### src/rtl/mem_access_unit_if.sv
// Signal bundle between the M-stage load/store unit, the pipeline control and the data-memory port.
interface mem_access_unit_if #(
  parameter int DATA_W = 32,
  parameter int ADDR_W = 32
);
  logic                req_valid;
  logic                req_we;
  logic [1:0]          req_size;
  logic                req_signed;
  logic [ADDR_W-1:0]   req_addr;
  logic [DATA_W-1:0]   req_wdata;
  logic                flush;
  logic                stall;
  logic                done;
  logic [DATA_W-1:0]   rdata;
  logic                adel;
  logic                ades;
  logic [ADDR_W-1:0]   bad_addr;
  logic                mem_req;
  logic                mem_we;
  logic [DATA_W/8-1:0] mem_be;
  logic [ADDR_W-1:0]   mem_addr;
  logic [DATA_W-1:0]   mem_wdata;
  logic                mem_ack;
  logic [DATA_W-1:0]   mem_rdata;

  // master: pipeline plus memory environment; slave: the load/store unit itself
  modport master (
    output req_valid, req_we, req_size, req_signed, req_addr, req_wdata, flush,
    output mem_ack, mem_rdata,
    input  stall, done, rdata, adel, ades, bad_addr,
    input  mem_req, mem_we, mem_be, mem_addr, mem_wdata
  );

  modport slave (
    input  req_valid, req_we, req_size, req_signed, req_addr, req_wdata, flush,
    input  mem_ack, mem_rdata,
    output stall, done, rdata, adel, ades, bad_addr,
    output mem_req, mem_we, mem_be, mem_addr, mem_wdata
  );
endinterface

### src/rtl/mem_access_unit.sv
// Load/store unit: byte-lane enables, store replication, load extraction/extension,
// alignment exceptions and a variable-latency req/ack handshake with flush abort.
module mem_access_unit #(
  parameter int DATA_W = 32,
  parameter int ADDR_W = 32
) (
  input  logic             clk,
  input  logic             rst,
  mem_access_unit_if.slave bus
);
  localparam int NB     = DATA_W / 8;
  localparam int LANE_W = $clog2(NB);

  localparam logic [1:0] IDLE  = 2'd0;
  localparam logic [1:0] BUSY  = 2'd1;
  localparam logic [1:0] DONE  = 2'd2;
  localparam logic [1:0] ABORT = 2'd3;

  logic [1:0]        state;
  logic              memReqQ;
  logic              memWeQ;
  logic              doneQ;
  logic [NB-1:0]     memBeQ;
  logic [ADDR_W-1:0] memAddrQ;
  logic [DATA_W-1:0] memWdataQ;
  logic [DATA_W-1:0] rdataQ;
  logic [1:0]        sizeQ;
  logic              signedQ;
  logic [LANE_W-1:0] laneQ;

  logic [LANE_W-1:0] lane;
  logic              misaligned;
  logic              addrErr;
  logic              accept;
  logic              stallC;

  function automatic logic [NB-1:0] byteEnables(input logic [1:0] size, input logic [LANE_W-1:0] ln);
    case (size)
      2'd0:    return NB'(1) << ln;
      2'd1:    return NB'(2'b11) << ln;
      2'd2:    return NB'(4'hF) << ln;
      default: return '1;
    endcase
  endfunction

  function automatic logic [DATA_W-1:0] replicate(input logic [1:0] size, input logic [DATA_W-1:0] wd);
    case (size)
      2'd0:    return {NB{wd[7:0]}};
      2'd1:    return {(DATA_W/16){wd[15:0]}};
      2'd2:    return {(DATA_W/32){wd[31:0]}};
      default: return wd;
    endcase
  endfunction

  // Shift the addressed field down to bit 0, then widen it by sign or zero.
  function automatic logic [DATA_W-1:0] extendLoad(input logic [DATA_W-1:0] word, input logic [1:0] size,
                                                   input logic sgn, input logic [LANE_W-1:0] ln);
    logic [DATA_W-1:0]        shifted;
    logic signed [7:0]        b;
    logic signed [15:0]       h;
    logic signed [31:0]       w;
    logic signed [DATA_W-1:0] ext;
    shifted = word >> {ln, 3'b000};
    b = shifted[7:0];
    h = shifted[15:0];
    w = shifted[31:0];
    case (size)
      2'd0: begin
        ext = DATA_W'(shifted[7:0]);
        if (sgn) ext = DATA_W'(b);
      end
      2'd1: begin
        ext = DATA_W'(shifted[15:0]);
        if (sgn) ext = DATA_W'(h);
      end
      2'd2: begin
        ext = DATA_W'(shifted[31:0]);
        if (sgn) ext = DATA_W'(w);
      end
      default: ext = shifted;
    endcase
    return ext;
  endfunction

  assign lane = bus.req_addr[LANE_W-1:0];

  always_comb begin
    misaligned = 1'b0;
    case (bus.req_size)
      2'd1:    misaligned = bus.req_addr[0];
      2'd2:    misaligned = |bus.req_addr[1:0];
      2'd3:    misaligned = (DATA_W == 32) || (|bus.req_addr[2:0]);
      default: misaligned = 1'b0;
    endcase
  end

  assign addrErr = (state == IDLE) && bus.req_valid && misaligned;
  assign accept  = (state == IDLE) && bus.req_valid && !misaligned && !bus.flush;

  always_comb begin
    stallC = 1'b0;
    case (state)
      IDLE:    stallC = accept;
      BUSY:    stallC = 1'b1;
      ABORT:   stallC = bus.req_valid;
      default: stallC = 1'b0;
    endcase
  end

  assign bus.stall     = stallC;
  assign bus.adel      = addrErr && !bus.req_we;
  assign bus.ades      = addrErr && bus.req_we;
  assign bus.bad_addr  = addrErr ? bus.req_addr : '0;
  assign bus.done      = doneQ;
  assign bus.rdata     = rdataQ;
  assign bus.mem_req   = memReqQ;
  assign bus.mem_we    = memWeQ;
  assign bus.mem_be    = memBeQ;
  assign bus.mem_addr  = memAddrQ;
  assign bus.mem_wdata = memWdataQ;

  // Request capture / memory handshake stage
  always_ff @(posedge clk or negedge rst) begin
    if (!rst) begin
      state     <= IDLE;
      memReqQ   <= 1'b0;
      memWeQ    <= 1'b0;
      doneQ     <= 1'b0;
      memBeQ    <= '0;
      memAddrQ  <= '0;
      memWdataQ <= '0;
      rdataQ    <= '0;
      sizeQ     <= '0;
      signedQ   <= 1'b0;
      laneQ     <= '0;
    end else begin
      doneQ <= 1'b0;
      case (state)
        IDLE: begin
          if (accept) begin
            state     <= BUSY;
            memReqQ   <= 1'b1;
            memWeQ    <= bus.req_we;
            memBeQ    <= bus.req_we ? byteEnables(bus.req_size, lane) : '0;
            memAddrQ  <= {bus.req_addr[ADDR_W-1:LANE_W], LANE_W'(0)};
            memWdataQ <= replicate(bus.req_size, bus.req_wdata);
            sizeQ     <= bus.req_size;
            signedQ   <= bus.req_signed;
            laneQ     <= lane;
          end
        end
        BUSY: begin
          if (bus.mem_ack) begin
            memReqQ <= 1'b0;
            if (bus.flush) begin
              state <= IDLE;
            end else begin
              state <= DONE;
              doneQ <= 1'b1;
              if (!memWeQ) rdataQ <= extendLoad(bus.mem_rdata, sizeQ, signedQ, laneQ);
            end
          end else if (bus.flush) begin
            state <= ABORT;
          end
        end
        DONE: state <= IDLE;
        // An issued transaction is never withdrawn; wait out its ack and discard it.
        ABORT: begin
          if (bus.mem_ack) begin
            memReqQ <= 1'b0;
            state   <= IDLE;
          end
        end
        default: state <= IDLE;
      endcase
    end
  end
endmodule
### src/flat_wrapper.sv
// flat-port wrapper written by rule: the top's interface ports become plain ports
module mem_access_unit_flat 
#(
  parameter int DATA_W = 32,
  parameter int ADDR_W = 32
)
  (clk, rst, bus_req_valid, bus_req_we, bus_req_size, bus_req_signed, bus_req_addr, bus_req_wdata, bus_flush, bus_mem_ack, bus_mem_rdata, bus_stall, bus_done, bus_rdata, bus_adel, bus_ades, bus_bad_addr, bus_mem_req, bus_mem_we, bus_mem_be, bus_mem_addr, bus_mem_wdata);
  mem_access_unit_if #(.DATA_W(DATA_W), .ADDR_W(ADDR_W)) bus_i ();
  input  logic clk;
  input  logic rst;
  input wire logic [$bits(bus_i.req_valid)-1:0] bus_req_valid;
  input wire logic [$bits(bus_i.req_we)-1:0] bus_req_we;
  input wire logic [$bits(bus_i.req_size)-1:0] bus_req_size;
  input wire logic [$bits(bus_i.req_signed)-1:0] bus_req_signed;
  input wire logic [$bits(bus_i.req_addr)-1:0] bus_req_addr;
  input wire logic [$bits(bus_i.req_wdata)-1:0] bus_req_wdata;
  input wire logic [$bits(bus_i.flush)-1:0] bus_flush;
  input wire logic [$bits(bus_i.mem_ack)-1:0] bus_mem_ack;
  input wire logic [$bits(bus_i.mem_rdata)-1:0] bus_mem_rdata;
  output wire logic [$bits(bus_i.stall)-1:0] bus_stall;
  output wire logic [$bits(bus_i.done)-1:0] bus_done;
  output wire logic [$bits(bus_i.rdata)-1:0] bus_rdata;
  output wire logic [$bits(bus_i.adel)-1:0] bus_adel;
  output wire logic [$bits(bus_i.ades)-1:0] bus_ades;
  output wire logic [$bits(bus_i.bad_addr)-1:0] bus_bad_addr;
  output wire logic [$bits(bus_i.mem_req)-1:0] bus_mem_req;
  output wire logic [$bits(bus_i.mem_we)-1:0] bus_mem_we;
  output wire logic [$bits(bus_i.mem_be)-1:0] bus_mem_be;
  output wire logic [$bits(bus_i.mem_addr)-1:0] bus_mem_addr;
  output wire logic [$bits(bus_i.mem_wdata)-1:0] bus_mem_wdata;
  assign bus_i.req_valid = bus_req_valid;
  assign bus_i.req_we = bus_req_we;
  assign bus_i.req_size = bus_req_size;
  assign bus_i.req_signed = bus_req_signed;
  assign bus_i.req_addr = bus_req_addr;
  assign bus_i.req_wdata = bus_req_wdata;
  assign bus_i.flush = bus_flush;
  assign bus_i.mem_ack = bus_mem_ack;
  assign bus_i.mem_rdata = bus_mem_rdata;
  assign bus_stall = bus_i.stall;
  assign bus_done = bus_i.done;
  assign bus_rdata = bus_i.rdata;
  assign bus_adel = bus_i.adel;
  assign bus_ades = bus_i.ades;
  assign bus_bad_addr = bus_i.bad_addr;
  assign bus_mem_req = bus_i.mem_req;
  assign bus_mem_we = bus_i.mem_we;
  assign bus_mem_be = bus_i.mem_be;
  assign bus_mem_addr = bus_i.mem_addr;
  assign bus_mem_wdata = bus_i.mem_wdata;
  mem_access_unit #(.DATA_W(DATA_W), .ADDR_W(ADDR_W)) u_core (.clk(clk), .rst(rst), .bus(bus_i));
endmodule
### config.mk
export PLATFORM = sky130hd
export DESIGN_NAME = mem_access_unit_flat
export DESIGN_NICKNAME = d
export VERILOG_FILES = /design/src/rtl/mem_access_unit_if.sv /design/src/rtl/mem_access_unit.sv /design/src/flat_wrapper.sv
export SDC_FILE = /design/constraint.sdc
export NUM_CORES = 1
export LEC_CHECK = 0
export CORE_UTILIZATION = 40
export DETAILED_ROUTE_END_ITERATION = 12
export PLACE_DENSITY = 0.77
export SKIP_CTS_REPAIR_TIMING = 1
export SYNTH_ARGS = -nofsm -noshare
export SYNTH_HDL_FRONTEND = slang
export SYNTH_SLANG_ARGS = --single-unit
### constraint.sdc
create_clock -name clk -period 5 [get_ports clk]
set_input_delay 1 -clock clk [delete_from_list [all_inputs] [get_ports clk]]
set_output_delay 1 -clock clk [all_outputs]
set_load 0.02 [all_outputs]
# [Yosys cells after proc, flatten, opt, wreduce, memory -nomap -nowiden]
# Cells that the tools add are included.
# Widths: inputs -> output; s select.
[classes] bitwise=2 reduce_logical=19 eq_ne=11 shifts=4 n_mux=21
[op_table] op="$pmux 32 s2" n=2
[op_table] op="$mux 32" n=3
[op_table] op="$shr 32x5->32" n=1
[op_table] op="$pmux 4 s3" n=1
[op_table] op="$mux 2" n=5
[op_table] op="$eq 2x2->1 const B" n=4
[op_table] op="$pmux 2 s4" n=1
[op_table] op="$eq 2x1->1 const B" n=3
[op_table] op="$logic_and 1x1->1" n=6
[op_table] op="$logic_not 2->1" n=3
[op_table] op="$pmux 1 s3" n=2
[op_table] op="$reduce_and 3->1" n=2
[op_table] op="$mux 1" n=5
[op_table] op="$mux 4" n=1
[op_table] op="$ne 2x1->1 const B" n=2
[op_table] op="$reduce_and 4->1" n=1
[op_table] op="$reduce_or 2->1" n=2
[op_table] op="$shl 1x2->4 const A" n=1
[op_table] op="$shl 2x2->4 const A" n=1
[op_table] op="$shl 4x2->4 const A" n=1
[op_table] op="$logic_not 1->1" n=3
[op_table] op="$ne 3x3->1 const B" n=1
[op_table] op="$ne 2x2->1 const B" n=1
[op_table] op="$not 1->1" n=2
[op_table] op="other kinds (3)" n=3
[word_totals] ff_bits=108 inputBits=105

# [Logic depth before layout (Yosys ltp)]
# Gate-level depths: netlist (run 1).
[depth] ltp_word=7 ltp_mapped=8 depth_no_buf=6

# [Least setup slack after synthesis (run 1)]
# No wires, ideal clock.
[synth_path] kind="input port to output port" from="input port bus_req_size[0]" to="output port bus_bad_addr[10]" cell_stages=7 required_time_ns=4.000 t_arrival_ns=2.293 setup_slack_ns=1.707 path_cell_list="inv_1 -> ha_1 -> buf_2 -> nor2_1 -> o2111a_1 -> clkbuf_1 -> and2_1"
[synth_via] elab_chain_len=4
[synth_rtl] element="start: declaration" line="flat_wrapper.sv:13" source="input wire logic [$bits(bus_i.req_size)-1:0] bus_req_size;"
[synth_rtl] element="$eq 2x2->1 / $eq 2x1->1 (equally long branches)" line="mem_access_unit.sv:89" source="case (bus.req_size)"
[synth_rtl] element="$pmux 1 s3 (*)" line="mem_access_unit.sv:89"
[synth_rtl] element="$logic_and 1x1->1 (*)" line="mem_access_unit.sv:97" source="assign addrErr = (state == IDLE) && bus.req_valid && misaligned;"
[synth_rtl] element="$mux 32 (*)" line="mem_access_unit.sv:113" source="assign bus.bad_addr = addrErr ? bus.req_addr : '0;"
[synth_rtl] element="end: declaration" line="flat_wrapper.sv:25" source="output wire logic [$bits(bus_i.bad_addr)-1:0] bus_bad_addr;"
# Every way passes the cells marked *; elsewhere a longest branch is shown, timed or not.

# [Worst setup path after layout (run 1)]
[layout_path] from="input port bus_req_size[1]" to="output port bus_bad_addr[13]"
# The elaborated chain is that of the path after synthesis.

==> results of run 1 <==
==> worst max-delay path, cell delays in order <==
cell and delay, ns:
clkdlybuf4s50_1 0.50, inv_1 0.14, ha_1 0.17, a21oi_1 0.12, nor2_1 0.14, o2111a_1 0.79, and2_1 0.25, clkdlybuf4s50_1 0.62
==> metrics by stage <==
| stage | hold WS [ns] | cell area [um^2] | power [W] |
|---|---|---|---|
| after global routing | 0.506 | 8080 | 0.00406 |
| after floorplan | 0.495 | 5300 | 0.00230 |
| final | 0.479 | 8080 | 0.00385 |
| after detailed placement | 0.467 | 7810 | 0.00320 |
| after global placement | 0.459 | 7810 | 0.00316 |
| after CTS | 0.483 | 8080 | 0.00388 |
==> routing by layer <==
layer | routed length (um) | up-vias | GRT usage
li1 | - | 2121 | -
met1 | 6250 | 2201 | 0.271
met2 | 7420 | 190 | 0.383
met3 | 1390 | 30 | 0.0711
met4 | 416 | 0 | 0.106
met5 | 0 | - | 0
==> power groups by stage <==
stage                     clock (W)  combinational (W)  sequential (W)
after floorplan                   0           0.000562         0.00173
after global placement            0            0.00179         0.00137
after detailed placement          0            0.00181         0.00139
after CTS                  0.000687            0.00182         0.00138
after global routing       0.000717            0.00192         0.00142
final                      0.000671            0.00180         0.00138
==> cells by family (layout without fill, tap and decap cells) <==
| family | after synthesis | count (layout) | synth area share |
|---|---|---|---|
| simple gates | 120 | 120 | 0.122 |
| compound gates | 122 | 122 | 0.154 |
| buf+inv | 37 | 267 | 0.0349 |
| xor+xnor | 1 | 1 | 0.00165 |
| other cells | 1 | 2 | 0.000708 |
| flops | 108 | 108 | 0.510 |
| fa+ha+maj | 6 | 6 | 0.0142 |
| mux | 76 | 76 | 0.163 |
==> worst max-delay path by stage <==
stage,to,slack [ns],cells after the start
4_1_cts,bus_bad_addr[13],0.22,8
3_5_place_dp,bus_bad_addr[13],0.22,8
5_1_grt,bus_bad_addr[13],0.009,8
2_1_floorplan,bus_bad_addr[10],1.71,7
6_report,bus_bad_addr[13],0.27,8
3_3_place_gp,bus_bad_addr[25],0.45,8
==> final cells by class <==
cell class                      count  share of cell area
Clock buffer                       13              0.0322
Clock inverter                      2             0.00124
Inverter                            4             0.00186
Multi-Input combinational cell    327               0.299
Sequential cell                   108               0.335
Tap cell                          172              0.0266
Timing Repair Buffer              248               0.304
==> flip-flops by register name, indices dropped and copies added (netlist names) <==
| signal | count |
|---|---|
| u_core.bus.mem_wdata | 32 |
| u_core.bus.rdata | 32 |
| u_core.bus.mem_addr | 30 |
| u_core.bus.mem_be | 4 |
| u_core.laneQ | 2 |
| u_core.sizeQ | 2 |
| u_core.state | 2 |
| u_core.bus.done | 1 |
| u_core.bus.mem_req | 1 |
| u_core.bus.mem_we | 1 |
| u_core.signedQ | 1 |
==> cells in the final DEF, fill, tap and decap left out, drive strengths merged, types with 6 or more instances in the layout <==
master,count
clkdlybuf4s50,239
nor2,20
buf,9
mux2,50
a21oi,25
clkbuf,13
a22o,15
nor2b,11
mux2i,25
a211oi,8
o22a,16
o21ai,45
dfrtp,108
a22oi,8
nand2,38
ha,6
and2,41
==> impl_metrics.py, run 1 <==
metrics = {
    "synth": {
        "syn_inst": 471,
        "synth_flop_cell": "dfrtp_1",
        "synth_area_leader_cell": "dfrtp_1",
        "synth_top_area_frac": 0.510,
        "ys_types": 40,
        "synth.avg_cell_area_um2": 11.3,
        "synth_commonest_cells": "dfrtp_1, o21ai_0, mux2_2, and2_1, nand2_1",
        "syn-cell-area_um2": 5300,
        "synth_edf_count": 0,
        "seq_area_frac_synth": 0.510,
        "async_flop_share": 1.00,
        "yosysMostFrequentCell": "dfrtp_1",
        "yosysWarnings": 0,
        "synth_area_leaders": "dfrtp_1, mux2_2, and2_1, mux2i_1, o21ai_0",
        "ys_seq_elements": 108,
    },
    "timing": {
        "setup_viol": 0,
        "tightest_slew_ns": 1.08,
        "maxSlewHeadroom": 0.282,
        "skew_ns": 0.00751,
        "drv_slew": 0,
        "min_period_ns": 4.73,
        "finalCritPeriodShare": 0.947,
        "rsz0062_at_grt": "no",
        "hold_viol_final": 0,
        "max_freq_ghz": 0.211,
        "finalSetupTns_ns": 0,
        "setup_slack_ns": 0.266,
    },
    "floorplanning": {
        "num_io_pins": 243,
        "die_w_um": 117,
        "die_y_um": 117,
        "core_region_area_um2": 12800,
        "std_cell_rows": 41,
        "initial_core_util": 0.415,
        "die_area_um2": 13700,
    },
    "cts": {
        "cts_buffers": 9,
        "clk_latency_ns": 0.35,
        "cts-root-buf": "clkbuf_16",
        "path_clk_slew_ns": 0.07,
        "cts.sinks": 108,
        "cts_tree": "done",
        "clockBufferDepth": 2,
        "ctsHtreeMaxLevel": 3,
    },
    "routing": {
        "firstDrtPassIters": 4,
        "wirelength_um": 15500,
        "viasPerCell": 5.20,
        "post_drt_wl_per_cell_um": 17.7,
        "drt_iter0_markers": 251,
        "vias": 4542,
        "drc": 0,
        "antenna_left": 0,
    },
    "critical_path": {
        "crit-reg2reg-launch": "u_core.state[1]",
        "cp-startpoint": "bus_req_size[1]",
        "rr_worst_depth": 4,
        "start_kind": "input port",
        "worst_ep_arrival_time_ns": 3.73,
        "critPathMaxFanout": 34,
        "r2r_slack_ns": 2.82,
        "endpoint_kind": "output pin",
        "r2r-end": "u_core.bus.mem_addr[5]",
        "critPathRequiredTime_ns": 4.00,
        "crit_type": "input port to output pin",
    },
    "power": {
        "switching_share": 0.359,
        "cellLeakagePower_nw": 3.43,
        "seq_power_share": 0.357,
        "internal_power_w": 0.00247,
        "pwr-share-comb": 0.468,
        "peakVddDrop_mv": 0.227,
        "power_density_nw_per_um2": 477,
        "power_frac_clock": 0.174,
        "power.switching_w": 0.00138,
    },
    "global_routing": {
        "gr-total-overflow": 0,
        "grtUsageTotal": 0.229,
        "first_global_vias": 4537,
        "grt_antenna_before_repair": 0,
        "grt_pass1_wl_um": 23500,
        "grt_max_degree": 105,
    },
    "layout": {
        "nets": 809,
        "final_util": 0.632,
        "instances_no_fill": 874,
        "antenna_cells": 0,
        "nFillCells": 1022,
        "syn_to_final_growth_pct": 52.4,
        "drive_gt1_frac": 0.113,
        "seq_area_um2": 2700,
        "multi_input_area_um2": 2420,
    },
    "placed_design": {
        "hpwl_um": 11400,
        "io_buffers": 240,
        "dp_slack_ns": 0.224,
        "placed_cells": 859,
        "place_congestion": 0.775,
    },
    "min_path": {
        "min_from": "u_core.bus.rdata[7]",
        "holdPathStages": 2,
        "holdCritPathClass": "register to register",
        "min_to": "u_core.bus.rdata[7]",
    },
    "status": {
        "outcome": "finished, final reports clean",
    },
    "job": {
        "max_cap_violations": 0,
    },
}
Power figures use the tool's default switching activity.
==> run 2: changes to the inputs <==
--- a/config.mk
+++ b/config.mk
@@ -5,9 +5,11 @@
 export SDC_FILE = /design/constraint.sdc
 export NUM_CORES = 1
 export LEC_CHECK = 0
+export ABC_AREA = 1
 export CORE_UTILIZATION = 40
 export DETAILED_ROUTE_END_ITERATION = 12
-export PLACE_DENSITY = 0.77
+export GPL_TIMING_DRIVEN = 0
+export PLACE_DENSITY = 0.75
 export SKIP_CTS_REPAIR_TIMING = 1
 export SYNTH_ARGS = -nofsm -noshare
 export SYNTH_HDL_FRONTEND = slang
==> constraint.sdc (replaced) <==
create_clock -name clk -period 5.5 [get_ports clk]
set_input_delay 1.1 -clock clk [delete_from_list [all_inputs] [get_ports clk]]
set_output_delay 1.1 -clock clk [all_outputs]
set_load 0.02 [all_outputs]
==> impl_metrics.py, run 2 <==
metrics = {
    "status": {
        "outcome": "finished, final reports clean",
    },
    "timing": {
        "min_period_ns": 4.92,
        "drv_slew": 0,
        "skew_ns": 0.00594,
        "hold_viol_final": 0,
        "rsz0062_at_grt": "no",
        "maxSlewHeadroom": 0.581,
        "tightest_slew_ns": 0.628,
        "max_freq_ghz": 0.203,
        "setup_viol": 0,
        "finalCritPeriodShare": 0.895,
        "setup_slack_ns": 0.579,
    },
    "placed_design": {
        "hpwl_um": 14200,
        "place_congestion": 0.942,
        "dp_slack_ns": 0.581,
        "placed_cells": 1172,
        "io_buffers": 240,
        "place_area_um2": 8290,
    },
    "layout": {
        "syn_to_final_growth_pct": 52.7,
        "nets": 1114,
        "stdcell_area_um2": 8610,
        "antenna_cells": 0,
        "drive_gt1_frac": 0.0695,
        "layout_common_cells": "nand2_1, clkdlybuf4s50_1, dfrtp_1, inv_1, nor2_1",
        "instances_no_fill": 1187,
    },
    "global_routing": {
        "grt_antenna_before_repair": 0,
        "grt_pass1_wl_um": 29600,
        "gr-total-overflow": 0,
        "grt_max_degree": 65,
        "first_global_vias": 5952,
        "grtUsageTotal": 0.263,
    },
    "power": {
        "peakVddDrop_mv": 0.250,
        "power_w": 0.00462,
        "power_density_nw_per_um2": 537,
        "cellLeakagePower_nw": 4.22,
    },
    "cts": {
        "cts-root-buf": "clkbuf_16",
        "ctsHtreeMaxLevel": 3,
        "clk_latency_ns": 0.35,
        "cts_tree": "done",
        "clockBufferDepth": 2,
        "path_clk_slew_ns": 0.07,
        "cts.sinks": 108,
        "cts_buffers": 9,
    },
    "floorplanning": {
        "die_area_um2": 14600,
        "die_w_um": 121,
        "std_cell_rows": 43,
        "initial_core_util": 0.408,
        "core_region_area_um2": 13800,
        "die_y_um": 121,
        "num_io_pins": 243,
    },
    "routing": {
        "drc": 0,
        "vias": 5817,
        "post_drt_wl_per_cell_um": 15.6,
        "firstDrtPassIters": 5,
        "wirelength_um": 18500,
        "antenna_left": 0,
        "viasPerCell": 4.90,
        "drt_iter0_markers": 244,
    },
    "synth": {
        "ys_types": 27,
        "synth_flop_cell": "dfrtp_1",
        "synth_commonest_cells": "nand2_1, dfrtp_1, inv_1, nor2_1, o21ai_1",
        "syn-cell-area_um2": 5640,
        "seq_area_frac_synth": 0.479,
        "synth_area_leaders": "dfrtp_1, nand2_1, o21ai_1, inv_1, nor2_1",
        "ys_seq_elements": 108,
        "syn_inst": 750,
        "synth_top_area_frac": 0.479,
        "synth.avg_cell_area_um2": 7.52,
        "yosysWarnings": 0,
        "synth_edf_count": 0,
        "synth_area_leader_cell": "dfrtp_1",
        "yosysMostFrequentCell": "nand2_1",
        "async_flop_share": 1.00,
    },
    "min_path": {
        "holdPathStages": 2,
        "min_from": "u_core.bus.rdata[4]",
        "holdCritPathClass": "register to register",
        "min_to": "u_core.bus.rdata[4]",
    },
    "critical_path": {
        "r2r-end": "u_core.bus.rdata[13]",
        "endpoint_kind": "output pin",
        "crit-reg2reg-launch": "u_core.laneQ[0]",
        "critPathMaxFanout": 10,
        "crit_type": "input port to output pin",
        "worst_ep_arrival_time_ns": 3.82,
        "rr_worst_depth": 9,
        "start_kind": "input port",
        "r2r_slack_ns": 3.94,
        "critPathRequiredTime_ns": 4.40,
    },
    "job": {
        "max_cap_violations": 0,
    },
}
run 2: cells by family after synthesis:
kind of cell	share of synthesized area
AO/OA/AOI/OAI	0.111
adder cells (fa/ha/maj)	0.0133
buffers and inverters	0.112
flip-flops	0.479
other	0.000665
AND/OR/NAND/NOR	0.284
run 2: metal layers:
metal / wire length [um] / up-vias / part of all wire / track usage
li1: - / 2831 / - / -
met2: 8710 / 225 / 0.47 / 0.439
met4: 374 / 0 / 0.020 / 0.0918
met3: 1380 / 24 / 0.075 / 0.0637
met5: 0 / - / 0 / 0
met1: 8030 / 2737 / 0.43 / 0.333
run 2: layout make-up:
type,count,area [um^2]
buffer,43,319
clock buffer,11,243
clock inverter,4,73.8
fill,1260,5220
inverter,83,312
multi-input combinational,517,2310
sequential,108,2700
tap,180,225
timing repair buffer,241,2430
run 2: critical path, stage by stage:
cell and delay (ns):
clkdlybuf4s50_1 0.50, inv_1 0.14, ha_1 0.15, buf_4 0.18, a21oi_1 0.09, nand2_1 0.08, nand4_1 0.44, buf_2 0.37
nor2_1 0.11, clkdlybuf4s50_1 0.66
run 2: how the worst max path moves through the flow:
stage,from,endpoint,slack (ns),cells past startpoint
3_3_place_gp,rst,u_core.bus.mem_addr[20],-0.91,1
2_1_floorplan,bus_req_size[1],bus_bad_addr[10],2.13,8
4_1_cts,bus_req_size[1],bus_bad_addr[5],0.57,10
5_1_grt,bus_req_size[1],bus_bad_addr[3],0.46,10
3_5_place_dp,bus_req_size[1],bus_bad_addr[3],0.58,10
6_report,bus_req_size[1],bus_bad_addr[3],0.58,10
run 2: metrics by stage:
step / utilization / hold WS (ns) / setup TNS (ns)
floorplan: - / 0.481 / 0
global placement: 0.598 / 0.463 / -97.80
detailed placement: 0.600 / 0.466 / 0
CTS: 0.623 / 0.484 / 0
global route: 0.623 / 0.499 / 0
finish: 0.623 / 0.480 / 0
run 2: report_power, final:
group | switching (W) | leakage, nW | internal [W]
Clock | 0.000289 | 0.156 | 0.000410
Sequential | 0.000247 | 1.33 | 0.00118
Combinational | 0.00137 | 2.73 | 0.00112
==> run 3: changes to the inputs <==
--- a/config.mk
+++ b/config.mk
@@ -6,7 +6,9 @@
 export NUM_CORES = 1
 export LEC_CHECK = 0
 export ABC_AREA = 1
+export CORE_ASPECT_RATIO = 1.75
 export CORE_UTILIZATION = 40
+export CTS_BUF_LIST = sky130_fd_sc_hd__clkbuf_2 sky130_fd_sc_hd__clkbuf_4 sky130_fd_sc_hd__clkbuf_8
 export DETAILED_ROUTE_END_ITERATION = 12
 export GPL_TIMING_DRIVEN = 0
 export PLACE_DENSITY = 0.75
==> impl_metrics.py, run 3 (synthesized netlist as in run 2, its figures left out) <==
metrics = {
    "status": {
        "outcome": "finished, final reports clean",
    },
    "critical_path": {
        "crit-reg2reg-launch": "u_core.laneQ[0]",
        "start_kind": "input port",
        "rr_worst_depth": 8,
        "critPathRequiredTime_ns": 4.40,
        "r2r_slack_ns": 3.82,
        "critPathMaxFanout": 10,
        "endpoint_kind": "output pin",
        "crit_type": "input port to output pin",
        "worst_ep_arrival_time_ns": 3.59,
        "r2r-end": "u_core.bus.rdata[30]",
    },
    "routing": {
        "firstDrtPassIters": 5,
        "viasPerCell": 4.79,
        "vias": 5673,
        "antenna_left": 0,
        "post_drt_wl_per_cell_um": 15.2,
        "drc": 0,
        "wirelength_um": 18000,
        "drt_iter0_markers": 226,
    },
    "min_path": {
        "min_from": "u_core.bus.rdata[4]",
        "holdCritPathClass": "register to register",
        "holdPathStages": 2,
        "min_to": "u_core.bus.rdata[4]",
    },
    "floorplanning": {
        "die_w_um": 91.7,
        "num_io_pins": 243,
        "die_y_um": 159,
        "std_cell_rows": 57,
        "initial_core_util": 0.407,
        "die_area_um2": 14600,
        "core_region_area_um2": 13800,
    },
    "timing": {
        "min_period_ns": 4.69,
        "drv_slew": 0,
        "rsz0062_at_grt": "no",
        "setup_viol": 0,
        "tightest_slew_ns": 0.733,
        "finalCritPeriodShare": 0.853,
        "hold_viol_final": 0,
        "skew_ns": 0.0115,
        "maxSlewHeadroom": 0.511,
        "max_freq_ghz": 0.213,
    },
    "layout": {
        "stdcell_area_um2": 8480,
        "instances_no_fill": 1184,
        "nFillCells": 1311,
        "drive_gt1_frac": 0.0705,
        "layout_common_cells": "nand2_1, clkdlybuf4s50_1, dfrtp_1, inv_1, nor2_1",
        "antenna_cells": 0,
        "syn_to_final_growth_pct": 50.4,
        "nets": 1114,
    },
    "cts": {
        "clockBufferDepth": 2,
        "clk_latency_ns": 0.37,
        "cts.sinks": 108,
        "cts_tree": "done",
        "path_clk_slew_ns": 0.09,
        "ctsHtreeMaxLevel": 3,
        "cts_buffers": 9,
        "cts-root-buf": "clkbuf_8",
    },
    "global_routing": {
        "grtUsageTotal": 0.253,
        "grt_antenna_before_repair": 0,
        "met1_usage": 0.260,
        "grt_max_degree": 56,
        "grtUsageMet2": 0.485,
        "grt_pass1_wl_um": 28700,
        "gr-total-overflow": 0,
        "busiest_layer": "met2",
        "gr-usage-met3": 0.0492,
        "first_global_vias": 5739,
    },
    "job": {
        "max_cap_violations": 0,
    },
    "placed_design": {
        "hpwl_um": 14100,
        "place_area_um2": 8290,
        "placed_cells": 1169,
        "io_buffers": 240,
        "place_congestion": 0.967,
    },
    "power": {
        "power_density_nw_per_um2": 517,
        "cellLeakagePower_nw": 4.16,
        "peakVddDrop_mv": 0.233,
    },
}
-- run 3: cell count changes in the layout (fill, tap and decap cells not counted), sizes merged --
cell / delta
bufinv: -1
clkinvlp: +1
-- run 3: cell type report --
class | instances | area (um^2) | share of cell area
Sequential cell | 108 | 2700 | 0.319
Timing Repair Buffer | 241 | 2430 | 0.286
Multi-Input combinational cell | 517 | 2310 | 0.272
Buffer | 43 | 319 | 0.0376
Inverter | 83 | 312 | 0.0367
Tap cell | 177 | 221 | 0.0261
Clock buffer | 11 | 139 | 0.0164
Clock inverter | 4 | 51.3 | 0.00605
-- run 3: metal layers --
| layer | routed length, um | share of wire | up-vias |
|---|---|---|---|
| met5 | 0 | 0 | - |
| met4 | 584 | 0.033 | 0 |
| met3 | 1050 | 0.058 | 36 |
| met2 | 9820 | 0.55 | 215 |
| met1 | 6520 | 0.36 | 2602 |
| li1 | - | - | 2820 |
-- run 3: critical path, cell delays in order --
cell and delay [ns]:
clkdlybuf4s50_1 0.50, inv_1 0.15, ha_1 0.16, buf_4 0.17
a21oi_1 0.08, nand2_1 0.09, nand4_1 0.29, buf_2 0.31
nor2_1 0.11, clkdlybuf4s50_1 0.62
-- run 3: worst max-delay path by stage --
stage                               start                 endpoint  slack, ns  cells past startpoint
after global placement                rst  u_core.bus.mem_addr[13]      -0.99                      1
after detailed placement  bus_req_size[1]         bus_bad_addr[21]       0.76                     10
after global routing      bus_req_size[1]          bus_bad_addr[9]       0.62                     10
after CTS                 bus_req_size[1]         bus_bad_addr[21]       0.76                     10
after floorplan           bus_req_size[1]         bus_bad_addr[10]       2.13                      8
final                     bus_req_size[1]          bus_bad_addr[9]       0.81                     10
-- run 3: stage by stage --
step / hold WS [ns] / power [W] / util / worst slack, ns / setup TNS [ns]
after detailed placement: 0.464 / 0.00392 / 0.599 / 0.755 / 0
after floorplan: 0.481 / 0.00274 / - / 2.13 / 0
after global placement: 0.462 / 0.00388 / 0.597 / -0.993 / -106.05
final: 0.485 / 0.00438 / 0.613 / 0.811 / 0
after CTS: 0.490 / 0.00443 / 0.613 / 0.762 / 0
after global routing: 0.505 / 0.00470 / 0.613 / 0.621 / 0
-- run 3: report_power, final --
group | switching [W] | leakage (nW) | internal, W
Clock | 0.000270 | 0.0962 | 0.000219
Sequential | 0.000217 | 1.33 | 0.00118
Combinational | 0.00138 | 2.73 | 0.00112
Total | 0.00186 | 4.16 | 0.00252
